File: src/rtl/ir_decoder_if.sv
// Handshake bundle between the NEC IR decoder and its command consumer.
interface ir_decoder_if;
    logic        ready;
    logic [31:0] cmd;
    logic        valid;
    logic        repeat_pulse;
    logic        err;

    modport master (
        input  ready,
        output cmd,
        output valid,
        output repeat_pulse,
        output err
    );

    modport slave (
        output ready,
        input  cmd,
        input  valid,
        input  repeat_pulse,
        input  err
    );
endinterface

File: src/rtl/ir_decoder.sv
// NEC IR receiver: times mark/space durations from a demodulated pin,
// assembles the 32-bit frame and hands it over on a valid/ready handshake.
//
// state      | meaning
// -----------+----------------------------------------------------------
// IDLE       | waiting for the leading mark to start
// LEAD_MARK  | timing the 9 ms leading mark
// LEAD_SPACE | timing the space after the lead (frame or repeat code)
// BIT_MARK   | timing the 562.5 us mark that opens every data bit
// BIT_SPACE  | timing the data space; its length carries the bit value
// STOP_MARK  | timing the final mark; frame delivered when it ends
// RPT_STOP   | timing the stop mark of a repeat code
module ir_decoder #(
    parameter int TICK_DIV      = 1406,
    parameter bit IN_ACTIVE_LOW = 1'b1,
    parameter bit CHECK_INV     = 1'b1
) (
    input  logic            clk,
    input  logic            rst,
    input  logic            ir_input,
    ir_decoder_if.master    bus
);

    localparam int PW = (TICK_DIV > 1) ? $clog2(TICK_DIV) : 1;

    typedef enum logic [2:0] {
        IDLE, LEAD_MARK, LEAD_SPACE, BIT_MARK, BIT_SPACE, STOP_MARK, RPT_STOP
    } state_t;

    state_t        state;
    logic [1:0]    sync_q;
    logic          mark_q;
    logic          mark_prev;
    logic [PW-1:0] pre;
    logic [7:0]    dur;
    logic [4:0]    bit_cnt;
    logic [31:0]   sh;
    logic          last_ok;

    logic rise, fall, edge_any, tick, timeout;

    function automatic logic in_win(input logic [7:0] d, input logic [7:0] lo,
                                    input logic [7:0] hi);
        return (d >= lo) && (d <= hi);
    endfunction

    assign rise     = mark_q & ~mark_prev;
    assign fall     = ~mark_q & mark_prev;
    assign edge_any = rise | fall;
    assign tick     = (pre == PW'(TICK_DIV - 1));
    assign timeout  = (state != IDLE) && (dur == 8'hFF);

    // Synchronise the pin and normalise it so that mark = 1; the synchroniser
    // resets to the idle pin level so reset release never looks like an edge.
    always_ff @(posedge clk) begin
        if (rst) begin
            sync_q    <= {2{IN_ACTIVE_LOW}};
            mark_q    <= 1'b0;
            mark_prev <= 1'b0;
        end else begin
            sync_q    <= {sync_q[0], ir_input};
            mark_q    <= IN_ACTIVE_LOW ? ~sync_q[1] : sync_q[1];
            mark_prev <= mark_q;
        end
    end

    // Tick prescaler and saturating duration counter, restarted on every edge.
    always_ff @(posedge clk) begin
        if (rst || edge_any) begin
            pre <= '0;
            dur <= '0;
        end else if (tick) begin
            pre <= '0;
            if (dur != 8'hFF)
                dur <= dur + 8'd1;
        end else begin
            pre <= pre + PW'(1);
        end
    end

    // Frame FSM with registered handshake, repeat and error outputs.
    always_ff @(posedge clk) begin
        if (rst) begin
            state            <= IDLE;
            bit_cnt          <= '0;
            sh               <= '0;
            last_ok          <= 1'b0;
            bus.cmd          <= '0;
            bus.valid        <= 1'b0;
            bus.repeat_pulse <= 1'b0;
            bus.err          <= 1'b0;
        end else begin
            bus.repeat_pulse <= 1'b0;
            bus.err          <= 1'b0;
            if (bus.valid && bus.ready)
                bus.valid <= 1'b0;

            if (timeout) begin
                bus.err <= 1'b1;
                last_ok <= 1'b0;
                state   <= IDLE;
            end else begin
                case (state)
                    IDLE: begin
                        if (rise)
                            state <= LEAD_MARK;
                    end
                    LEAD_MARK: begin
                        if (fall) begin
                            if (in_win(dur, 8'd128, 8'd192)) begin
                                state <= LEAD_SPACE;
                            end else begin
                                bus.err <= 1'b1;
                                last_ok <= 1'b0;
                                state   <= IDLE;
                            end
                        end
                    end
                    LEAD_SPACE: begin
                        if (rise) begin
                            if (in_win(dur, 8'd64, 8'd96)) begin
                                bit_cnt <= '0;
                                state   <= BIT_MARK;
                            end else if (in_win(dur, 8'd32, 8'd48)) begin
                                state <= RPT_STOP;
                            end else begin
                                bus.err <= 1'b1;
                                last_ok <= 1'b0;
                                state   <= IDLE;
                            end
                        end
                    end
                    BIT_MARK: begin
                        if (fall) begin
                            if (in_win(dur, 8'd5, 8'd15)) begin
                                state <= BIT_SPACE;
                            end else begin
                                bus.err <= 1'b1;
                                last_ok <= 1'b0;
                                state   <= IDLE;
                            end
                        end
                    end
                    BIT_SPACE: begin
                        if (rise) begin
                            if (in_win(dur, 8'd5, 8'd15) || in_win(dur, 8'd20, 8'd40)) begin
                                sh[bit_cnt] <= in_win(dur, 8'd20, 8'd40);
                                if (bit_cnt == 5'd31) begin
                                    state <= STOP_MARK;
                                end else begin
                                    bit_cnt <= bit_cnt + 5'd1;
                                    state   <= BIT_MARK;
                                end
                            end else begin
                                bus.err <= 1'b1;
                                last_ok <= 1'b0;
                                state   <= IDLE;
                            end
                        end
                    end
                    STOP_MARK: begin
                        if (fall) begin
                            state <= IDLE;
                            if (!in_win(dur, 8'd5, 8'd15)) begin
                                bus.err <= 1'b1;
                                last_ok <= 1'b0;
                            end else if (CHECK_INV && (sh[31:24] != ~sh[23:16])) begin
                                bus.err <= 1'b1;
                                last_ok <= 1'b0;
                            end else if (bus.valid && !bus.ready) begin
                                // Overrun: the unconsumed frame wins, the new one is dropped.
                                bus.err <= 1'b1;
                                last_ok <= 1'b0;
                            end else begin
                                bus.cmd   <= sh;
                                bus.valid <= 1'b1;
                                last_ok   <= 1'b1;
                            end
                        end
                    end
                    RPT_STOP: begin
                        if (fall) begin
                            state <= IDLE;
                            if (!in_win(dur, 8'd5, 8'd15)) begin
                                bus.err <= 1'b1;
                                last_ok <= 1'b0;
                            end else if (last_ok) begin
                                bus.repeat_pulse <= 1'b1;
                            end
                        end
                    end
                    default: state <= IDLE;
                endcase
            end
        end
    end

endmodule

File: src/flat_wrapper.sv
// flat-port wrapper written by rule: the top's interface ports become plain ports
module ir_decoder_flat 
#(
    parameter int TICK_DIV      = 1406,
    parameter bit IN_ACTIVE_LOW = 1'b1,
    parameter bit CHECK_INV     = 1'b1
)
  (clk, rst, ir_input, bus_ready, bus_cmd, bus_valid, bus_repeat_pulse, bus_err);
  ir_decoder_if bus_i ();
  input  logic clk;
  input  logic rst;
  input  logic ir_input;
  input wire logic [$bits(bus_i.ready)-1:0] bus_ready;
  output wire logic [$bits(bus_i.cmd)-1:0] bus_cmd;
  output wire logic [$bits(bus_i.valid)-1:0] bus_valid;
  output wire logic [$bits(bus_i.repeat_pulse)-1:0] bus_repeat_pulse;
  output wire logic [$bits(bus_i.err)-1:0] bus_err;
  assign bus_i.ready = bus_ready;
  assign bus_cmd = bus_i.cmd;
  assign bus_valid = bus_i.valid;
  assign bus_repeat_pulse = bus_i.repeat_pulse;
  assign bus_err = bus_i.err;
  ir_decoder #(.TICK_DIV(TICK_DIV), .IN_ACTIVE_LOW(IN_ACTIVE_LOW), .CHECK_INV(CHECK_INV)) u_core (.clk(clk), .rst(rst), .ir_input(ir_input), .bus(bus_i));
endmodule
File: config.mk
export PLATFORM = sky130hd
export DESIGN_NAME = ir_decoder_flat
export DESIGN_NICKNAME = d
export VERILOG_FILES = /design/src/rtl/ir_decoder_if.sv /design/src/rtl/ir_decoder.sv /design/src/flat_wrapper.sv
export SDC_FILE = /design/constraint.sdc
export NUM_CORES = 1
export LEC_CHECK = 0
export CORE_MARGIN = 2
export CORE_UTILIZATION = 47
export CTS_BUF_LIST = sky130_fd_sc_hd__clkbuf_16
export CTS_CLUSTER_SIZE = 8
export DETAILED_ROUTE_END_ITERATION = 16
export PLACE_DENSITY = 0.64
export REMOVE_ABC_BUFFERS = 1
export SETUP_SLACK_MARGIN = 0.3
export SLEW_MARGIN = 10
export SYNTH_ARGS = -nofsm -noshare
export SYNTH_HDL_FRONTEND = slang
export SYNTH_SLANG_ARGS = --single-unit
File: constraint.sdc
create_clock -name clk -period 6.8 [get_ports clk]
set_input_delay 1.36 -clock clk [delete_from_list [all_inputs] [get_ports clk]]
set_output_delay 1.36 -clock clk [all_outputs]
set_load 0.01 [all_outputs]
==> results of run 1 <==
==> cell families after synthesis <==
kind of cell / after synthesis / synth area share (%)
flip-flops: 99 / 40.8
adder cells (fa/ha/maj): 14 / 3.55
AO/OA/AOI/OAI: 107 / 14.9
AND/OR/NAND/NOR: 241 / 26.9
buffers and inverters: 48 / 4.84
multiplexers: 20 / 4.14
XOR/XNOR: 27 / 4.86
==> state kept, by name, summed over array words and instances, names as in the netlist <==
name,flops
u_core.bus.cmd,32
u_core.sh,32
u_core.pre,11
u_core.dur,8
u_core.bit_cnt,5
u_core.state,3
u_core.sync_q,2
u_core.bus.err,1
u_core.bus.repeat_pulse,1
u_core.bus.valid,1
u_core.last_ok,1
u_core.mark_prev,1
u_core.mark_q,1
==> critical path: stages <==
cell and delay (ns):
clkdlybuf4s50_1 0.45, nand2b_1 0.20, and4b_1 0.94, nand2_1 0.17, a21oi_1 0.17
==> how the worst min path moves through the flow <==
stage | startpoint | end | slack [ns] | cells after the start
after floorplan | u_core.sync_q[1]$_SDFF_PP1_ | u_core.mark_q$_SDFF_PP0_ | 0.36 | 1
after global placement | u_core.sync_q[1]$_SDFF_PP1_ | u_core.mark_q$_SDFF_PP0_ | 0.37 | 1
after detailed placement | u_core.sync_q[1]$_SDFF_PP1_ | u_core.mark_q$_SDFF_PP0_ | 0.37 | 1
after CTS | u_core.sync_q[1]$_SDFF_PP1_ | u_core.mark_q$_SDFF_PP0_ | 0.38 | 1
after global routing | u_core.sync_q[1]$_SDFF_PP1_ | u_core.mark_q$_SDFF_PP0_ | 0.41 | 1
final | u_core.sync_q[1]$_SDFF_PP1_ | u_core.mark_q$_SDFF_PP0_ | 0.37 | 1
==> metal layers <==
layer,up-vias,part of all wire [%],GRT usage [%]
li1,1938,-,-
met1,1735,48,25.2
met2,65,46,28.4
met3,15,3.8,2.47
met4,0,1.5,8.18
met5,-,0,0
==> cell usage after synthesis, types with 3 or more instances <==
cell       n  share of area [%]
or2_2      4               0.51
nor3_1     7               0.72
nor2b_1   19                2.4
nand4_2    5                1.3
nand4b_1   3               0.54
buf_2      7               0.72
buf_6      4               0.93
o21ai_0   23                2.4
nand3_1   13                1.3
buf_4      4               0.62
nor3b_1    5               0.77
nand2b_1  29                3.7
o211ai_1   4               0.62
nand4_1    6               0.77
inv_1      8               0.62
xor2_1    20                3.6
o31ai_1   16                2.5
and3_1     3               0.39
buf_1      3               0.23
nand2_1   87                6.7
a211oi_1   3               0.46
ha_1      13                3.3
nor2_1    33                2.5
clkbuf_1  19                1.5
mux2i_1   19                3.9
a21oi_1   40                4.1
xnor2_1    7                1.3
nand3b_1   4               0.62
nor3_2     4               0.82
nor4_2     5                1.3
dfxtp_1   99                 41
==> power groups by stage <==
stage | Clock [W] | Sequential, W | Combinational [W]
floorplan | 0 | 0.000598 | 0.0000122
global placement | 0 | 0.000598 | 0.0000227
detailed placement | 0 | 0.000598 | 0.0000227
CTS | 0.000527 | 0.000585 | 0.0000229
global route | 0.000553 | 0.000585 | 0.0000259
finish | 0.000513 | 0.000585 | 0.0000226
==> metrics by stage <==
step | total power, W | setup WS [ns]
2_1_floorplan | 0.000610 | 4.16
3_3_place_gp | 0.000621 | 3.42
3_5_place_dp | 0.000621 | 3.37
4_1_cts | 0.00113 | 3.72
5_1_grt | 0.00116 | 3.48
6_report | 0.00112 | 3.78
==> cell type report <==
class	instances	area share, %
multi-input cells	409	47.9
flip-flops and latches	99	35.9
repair buffers	40	7.07
clock buffers	9	4.08
well taps	136	3.08
clock inverters	7	1.34
inverters	10	0.680
==> flow_metrics.env, run 1 <==
export IMPL_layout_commonest_cell="dfxtp_1"
export IMPL_synth_seq_cells=99
export IMPL_htree_levels=3
export IMPL_utilization_pct=54.2
export IMPL_required_ns=7.08
export IMPL_clock_sinks=99
export IMPL_worst_setup_path_end_kind="flop"
export IMPL_grt_pass1_wl_um=16800
export IMPL_area_growth_pct=13.6
export IMPL_cts_buffer_depth=2
export IMPL_regArea_sq_mm=0.00198
export IMPL_die_h_um=106
export IMPL_synthCells=556
export IMPL_stdcell_area_sq_mm=0.00552
export IMPL_reg2reg_from="u_core.dur[0]$_SDFFE_PP0P_"
export IMPL_final_cell_mix="dfxtp_1, nand2_1, a21oi_1, clkdlybuf4s50_1, nor2_1"
export IMPL_cp_max_fo=32
export IMPL_grt_use_total_pct=18.3
export IMPL_synth_cell_type_count=64
export IMPL_overflow=0
export IMPL_clk_latency_ns=0.35
export IMPL_die_w_um=106
export IMPL_synth_edf_count=0
export IMPL_drc=0
export IMPL_wl_per_cell_um=13.3
export IMPL_finalCritPeriodShare_pct=44.4
export IMPL_fin_crit_ns=3.02
export IMPL_start_kind="input port"
export IMPL_ant_nets=0
export IMPL_syn_area_sq_mm=0.00486
export IMPL_ir_drop_v=0.000116
export IMPL_endpoint="u_core.bus.cmd[20]$_SDFFE_PP0P_"
export IMPL_cts_resized=0
export IMPL_insertedDiodeCount=0
export IMPL_drt_total_wl_um=9470
export IMPL_pwr_share_comb_pct=2.0
export IMPL_dpl_hpwl_um=6360
export IMPL_hold_buffers=0
export IMPL_p_switching_w=0.000244
export IMPL_post_cts_setup_buffers=0
export IMPL_synthFlopType="dfxtp_1"
export IMPL_gp_congestion=0.850
export IMPL_async_flop_share_pct=0
export IMPL_cts_clk_slew_worst_paths_ns=0.07
export IMPL_die_area_sq_mm=0.0112
export IMPL_fin_hold_ws_ns=0.375
export IMPL_power_density_mw_per_mm2=203
export IMPL_p_leak_nw=1.96
export IMPL_finClkSkew_ns=0.0112
export IMPL_multiInputGateArea_sq_mm=0.00264
export IMPL_hp_class="reg2reg"
export IMPL_yosys_warnings=0
export IMPL_switching_share_pct=21.7
export IMPL_cts_root_buffer="clkbuf_16"
export IMPL_rows=37
export IMPL_antenna_found_initial=0
export IMPL_hold_viol=0
export IMPL_cap_violations=0
export IMPL_p_int_w=0.000877
export IMPL_drt_iter0_markers=149
export IMPL_slew_violations=0
export IMPL_r2r_end="u_core.bus.cmd[20]$_SDFFE_PP0P_"
export IMPL_slew_headroom_pct=28.6
export IMPL_critical_path_arrival_ns=3.30
export IMPL_nets=586
export IMPL_placed_area_sq_mm=0.00522
export IMPL_rsz0062_at_grt="no"
export IMPL_max_freq_ghz=0.331
export IMPL_cts_buffers=9
export IMPL_fin_cells=710
export IMPL_p_seq_share_pct=52.2
export IMPL_clkPwrFrac_pct=45.8
export IMPL_first_pass_iters=5
export IMPL_cts_tree="yes"
export IMPL_grt_max_degree=56
export IMPL_n_fill_cell=1000
export IMPL_avgSynthCellArea_sq_um=8.74
export IMPL_ys_seq_area_share_pct=40.8
export IMPL_finalSetupTns_ns=0
export IMPL_outcome="complete, no violations"
export IMPL_post_place_cells=694
export IMPL_viasPerCell=5.29
export IMPL_port_buffers=38
export IMPL_fp_coreArea_sq_mm=0.0102
export IMPL_cp_startpoint="bus_ready"
export IMPL_tightest_slew_ns=1.07
export IMPL_grt_pass1_vias=3544
export IMPL_r2r_slack_ns=4.04
export IMPL_drive_above_1_share_pct=9.41
export IMPL_vias=3753
export IMPL_critPathKind="in2reg"
export IMPL_setup_violations=0
export IMPL_io_pins=39
export IMPL_start_util_pct=47.7
export IMPL_rr_worst_depth=8
Power figures use the tool's default switching activity.
==> run 2, diff against run 1 <==
Clock period 6.8 ns to 3 ns, I/O delays scaled along.
==> flow_metrics.env, run 2 (synthesis gave the netlist of run 1 again) <==
export IMPL_cp_max_fo=5
export IMPL_rows=37
export IMPL_grt_pass1_vias=3519
export IMPL_required_ns=3.22
export IMPL_worst_setup_path_end_kind="flop"
export IMPL_cts_root_buffer="clkbuf_16"
export IMPL_cts_buffer_depth=2
export IMPL_vias=3728
export IMPL_n_fill_cell=967
export IMPL_stdcell_area_sq_mm=0.00557
export IMPL_r2r_slack_ns=0.57
export IMPL_hold_start="u_core.sync_q[1]$_SDFF_PP1_"
export IMPL_start_util_pct=47.7
export IMPL_rsz0062_at_grt="no"
export IMPL_grt_pass1_wl_um=16900
export IMPL_fin_crit_ns=2.43
export IMPL_tightest_slew_ns=0.728
export IMPL_io_pins=39
export IMPL_power_density_mw_per_mm2=436
export IMPL_gp_congestion=0.879
export IMPL_critical_path_arrival_ns=2.66
export IMPL_final_cell_mix="dfxtp_1, nand2_1, a21oi_1, clkdlybuf4s50_1, nor2_1"
export IMPL_r2r_end="u_core.bit_cnt[0]$_SDFFE_PP0P_"
export IMPL_multiInputGateArea_sq_mm=0.00266
export IMPL_rr_worst_depth=9
export IMPL_wl_per_cell_um=13.7
export IMPL_largestRegisters="u_core.bus.cmd: 32 flops, u_core.sh: 32 flops, u_core.pre: 11 flops"
export IMPL_die_area_sq_mm=0.0112
export IMPL_critPathKind="reg2reg"
export IMPL_drive_above_1_share_pct=10.3
export IMPL_insertedDiodeCount=0
export IMPL_overflow=0
export IMPL_ant_nets=0
export IMPL_p_leak_nw=1.99
export IMPL_grt_use_total_pct=18.6
export IMPL_drt_iter0_markers=188
export IMPL_hp_class="reg2reg"
export IMPL_start_kind="flop"
export IMPL_first_pass_iters=4
export IMPL_layout_commonest_cell="dfxtp_1"
export IMPL_placed_area_sq_mm=0.00529
export IMPL_cts_clk_slew_worst_paths_ns=0.06
export IMPL_reg2reg_from="u_core.bit_cnt[1]$_SDFFE_PP0P_"
export IMPL_max_freq_ghz=0.411
export IMPL_min_delay_path_depth=1
export IMPL_fp_coreArea_sq_mm=0.0102
export IMPL_antenna_found_initial=0
export IMPL_htree_levels=3
export IMPL_regArea_sq_mm=0.00198
export IMPL_hold_viol=0
export IMPL_ir_drop_v=0.000317
export IMPL_finClkSkew_ns=0.00894
export IMPL_finalCritPeriodShare_pct=81.1
export IMPL_cts_tree="yes"
export IMPL_die_h_um=106
export IMPL_finalSetupTns_ns=0
export IMPL_hold_buffers=0
export IMPL_setup_violations=0
export IMPL_slew_violations=0
export IMPL_viasPerCell=5.20
export IMPL_area_growth_pct=14.6
export IMPL_grt_max_degree=56
export IMPL_cap_violations=0
export IMPL_nets=593
export IMPL_hold_path_end="u_core.mark_q$_SDFF_PP0_"
export IMPL_clk_latency_ns=0.34
export IMPL_drc=0
export IMPL_port_buffers=38
export IMPL_drt_total_wl_um=9790
export IMPL_clock_sinks=99
export IMPL_slew_headroom_pct=51.4
export IMPL_cts_buffers=9
export IMPL_outcome="complete, no violations"
export IMPL_dpl_hpwl_um=6600
export IMPL_die_w_um=106
[run 2: cell count changes in the layout (fill, tap and decap cells not counted), sizes merged]
cell	before	now
inv	12	15
clkinv	3	1
buf	3	10
bufinv	1	0
[run 2: worst max path at each step]
stage	start	end	cells past startpoint	slack (ns)
after floorplan	u_core.dur[0]$_SDFFE_PP0P_	u_core.bus.cmd[0]$_SDFFE_PP0P_	8	0.68
after global placement	u_core.dur[0]$_SDFFE_PP0P_	u_core.bus.cmd[11]$_SDFFE_PP0P_	8	0.25
after detailed placement	u_core.dur[0]$_SDFFE_PP0P_	u_core.bus.cmd[11]$_SDFFE_PP0P_	8	0.20
after CTS	u_core.dur[0]$_SDFFE_PP0P_	u_core.sh[2]$_SDFFE_PP0P_	8	0.45
after global routing	u_core.dur[0]$_SDFFE_PP0P_	u_core.sh[1]$_SDFFE_PP0P_	8	0.32
final	u_core.bit_cnt[1]$_SDFFE_PP0P_	u_core.bit_cnt[0]$_SDFFE_PP0P_	9	0.57
[run 2: cell type report]
| cell class | instances | share of cell area (%) |
|---|---|---|
| multi-input cells | 409 | 47.7 |
| flip-flops and latches | 99 | 35.6 |
| repair buffers | 47 | 8.17 |
| clock buffers | 9 | 4.04 |
| well taps | 136 | 3.05 |
| clock inverters | 7 | 0.808 |
| inverters | 10 | 0.674 |
[run 2: timing repair]
action | 4_1_cts | 5_1_grt
gates cloned | 0 | 0
resized for setup | 1 | 3
setup buffers | 0 | 0
setup endpoints to repair | 32 | 30
pin swaps | 0 | 1
[run 2: worst max-delay path, cell delays in order (launching register included)]
cell and delay, ns:
dfxtp_1 0.35, ha_1 0.25, and3_1 0.23, ha_1 0.24, nor3b_1 0.18, o21ai_0 0.23, a211oi_2 0.33, o21a_1 0.17
nor2_1 0.06, mux2_2 0.28
[run 2: per-stage QoR]
step / setup slack [ns] / total power [W] / std cells / hold slack (ns) / util, %
floorplan: 0.682 / 0.00138 / 518 / 0.363 / -
global placement: 0.254 / 0.00141 / 701 / 0.367 / 51.9
detailed placement: 0.202 / 0.00141 / 701 / 0.365 / 51.9
CTS: 0.448 / 0.00247 / 717 / 0.375 / 54.6
global route: 0.323 / 0.00253 / 717 / 0.404 / 54.7
finish: 0.566 / 0.00243 / 717 / 0.375 / 54.7
[run 2: power breakdown]
group | internal (W) | leakage (nW) | switching (W)
Clock | 0.000561 | 0.140 | 0.000489
Sequential | 0.00132 | 0.799 | 0.00000451
Combinational | 0.0000216 | 1.05 | 0.0000364
[run 2: routing by layer]
metal	wire (um)	global-route usage [%]	part of all wire, %	up-vias
met2	4420	28.7	45	61
li1	-	-	-	1950
met4	121	6.48	1.2	0
met5	0	0	0	-
met1	4890	26.2	50	1706
met3	361	3.46	3.7	11
==> run 3, diff against run 2 <==
Clock period 3 ns to 2.3 ns, I/O delays scaled along.
==> flow_metrics.env, run 3 (synthesis gave the netlist of run 1 again) <==
export IMPL_gp_congestion=0.920
export IMPL_fin_hold_ws_ns=0.388
export IMPL_n_fill_cell=953
export IMPL_rsz0062_at_grt="yes"
export IMPL_power_density_mw_per_mm2=548
export IMPL_grt_max_degree=63
export IMPL_final_cell_mix="dfxtp_1, nand2_1, clkdlybuf4s50_1, a21oi_1, nor2_1"
export IMPL_p_seq_share_pct=52.4
export IMPL_clk_latency_ns=0.34
export IMPL_required_ns=2.57
export IMPL_fin_crit_ns=1.94
export IMPL_grt_pass1_vias=3694
export IMPL_insertedDiodeCount=0
export IMPL_critical_path_arrival_ns=2.21
export IMPL_vias=3898
export IMPL_cts_buffer_depth=2
export IMPL_critPathKind="reg2reg"
export IMPL_largestRegisters="u_core.bus.cmd: 32 flops, u_core.sh: 32 flops, u_core.pre: 11 flops"
export IMPL_layout_commonest_cell="dfxtp_1"
export IMPL_cap_violations=0
export IMPL_wl_per_cell_um=14.2
export IMPL_clock_sinks=99
export IMPL_p_leak_nw=2.16
export IMPL_drive_above_1_share_pct=18.9
export IMPL_die_w_um=106
export IMPL_setup_ws_ns=0.357
export IMPL_finalCritPeriodShare_pct=84.5
export IMPL_cts_buffers=9
export IMPL_drc=0
export IMPL_p_int_w=0.00259
export IMPL_cts_root_buffer="clkbuf_16"
export IMPL_tightest_slew_ns=0.563
export IMPL_p_switching_w=0.000703
export IMPL_setup_violations=0
export IMPL_switching_share_pct=21.4
export IMPL_hold_buffers=0
export IMPL_ir_drop_v=0.000289
export IMPL_grt_pass1_wl_um=17000
export IMPL_max_freq_ghz=0.515
export IMPL_fin_cells=740
export IMPL_first_pass_iters=4
export IMPL_drt_iter0_markers=113
export IMPL_cp_max_fo=3
export IMPL_cts_tree="yes"
export IMPL_io_pins=39
export IMPL_start_util_pct=47.7
export IMPL_area_growth_pct=23.6
export IMPL_dpl_hpwl_um=6920
export IMPL_pwr_share_comb_pct=2.4
export IMPL_die_h_um=106
export IMPL_grt_use_total_pct=18.5
export IMPL_post_place_cells=716
export IMPL_nets=616
export IMPL_worst_setup_path_end_kind="flop"
export IMPL_hp_class="reg2reg"
export IMPL_cts_clk_slew_worst_paths_ns=0.07
export IMPL_pre_cts_ws_ns=-0.0190
export IMPL_finClkSkew_ns=0.00676
export IMPL_utilization_pct=59.0
export IMPL_antenna_found_initial=0
export IMPL_port_buffers=38
export IMPL_fp_coreArea_sq_mm=0.0102
export IMPL_htree_levels=3
export IMPL_die_area_sq_mm=0.0112
export IMPL_placed_area_sq_mm=0.00541
export IMPL_stdcell_area_sq_mm=0.00601
export IMPL_slew_headroom_pct=62.2
export IMPL_viasPerCell=5.27
export IMPL_drt_total_wl_um=10500
export IMPL_hold_viol=0
export IMPL_ant_nets=0
export IMPL_rows=37
export IMPL_clkPwrFrac_pct=45.2
export IMPL_outcome="complete, no violations"
export IMPL_start_kind="flop"
export IMPL_overflow=0
export IMPL_slew_violations=0
[run 3: cell count changes in the layout (fill, tap and decap cells not counted), sizes merged]
cell and delta:
inv -2, bufinv +1, clkbuf +2, clkinv +1
buf +21
[run 3: worst max-delay path, cell delays in order (launching register included)]
cell and delay [ns]:
dfxtp_2 0.34, ha_4 0.16, and3_4 0.16, ha_4 0.16, nor3b_2 0.17, o21ai_2 0.09
a211oi_2 0.25, buf_4 0.16, o211ai_1 0.09, xor2_1 0.17, nor3_1 0.12
[run 3: path summary, 6_finish.rpt]
check	from	endpoint	slack, ns	cells past startpoint
worst max register to register	u_core.bit_cnt[0]$_SDFFE_PP0P_	u_core.bit_cnt[3]$_SDFFE_PP0P_	0.36	10
worst max-delay path	u_core.bit_cnt[0]$_SDFFE_PP0P_	u_core.bit_cnt[3]$_SDFFE_PP0P_	0.36	10
worst min-delay path	u_core.sync_q[1]$_SDFF_PP1_	u_core.mark_q$_SDFF_PP0_	0.39	1
worst min register to register	u_core.sync_q[1]$_SDFF_PP1_	u_core.mark_q$_SDFF_PP0_	0.39	1
[run 3: layer usage]
| layer | GRT usage [%] | share of wire, % | vias to the layer above |
|---|---|---|---|
| li1 | - | - | 2003 |
| met1 | 23.9 | 47 | 1818 |
| met2 | 31.1 | 47 | 60 |
| met3 | 2.60 | 2.9 | 17 |
| met4 | 7.52 | 2.8 | 0 |
| met5 | 0 | 0 | - |
[run 3: power groups by stage]
stage | sequential [W] | combinational (W) | clock (W)
6_report | 0.00173 | 0.0000792 | 0.00149
5_1_grt | 0.00173 | 0.0000887 | 0.00160
4_1_cts | 0.00173 | 0.0000772 | 0.00153
3_5_place_dp | 0.00177 | 0.0000766 | 0
3_3_place_gp | 0.00177 | 0.0000761 | 0
2_1_floorplan | 0.00177 | 0.0000360 | 0
[run 3: per-stage QoR]
stage | total power (W) | TNS, ns
2_1_floorplan | 0.00180 | -0.564
3_3_place_gp | 0.00184 | 0
3_5_place_dp | 0.00184 | -0.0190
4_1_cts | 0.00333 | 0
5_1_grt | 0.00341 | 0
6_report | 0.00329 | 0
[run 3: repair_timing]
action | in CTS | in global routing
setup buffers | 3 | 2
pin swaps | 7 | 19
setup endpoints to repair | 74 | 75
cloned | 0 | 3
gates resized for setup | 16 | 37
[run 3: cell type report]
cell class	count	area [sq um]	share of cell area [%]
Clock inverter	7	66.3	1.10
Sequential cell	99	2000	33.3
Timing Repair Buffer	70	712	11.8
Clock buffer	9	225	3.75
Inverter	10	37.5	0.625
Tap cell	136	170	2.83
Multi-Input combinational cell	409	2800	46.6
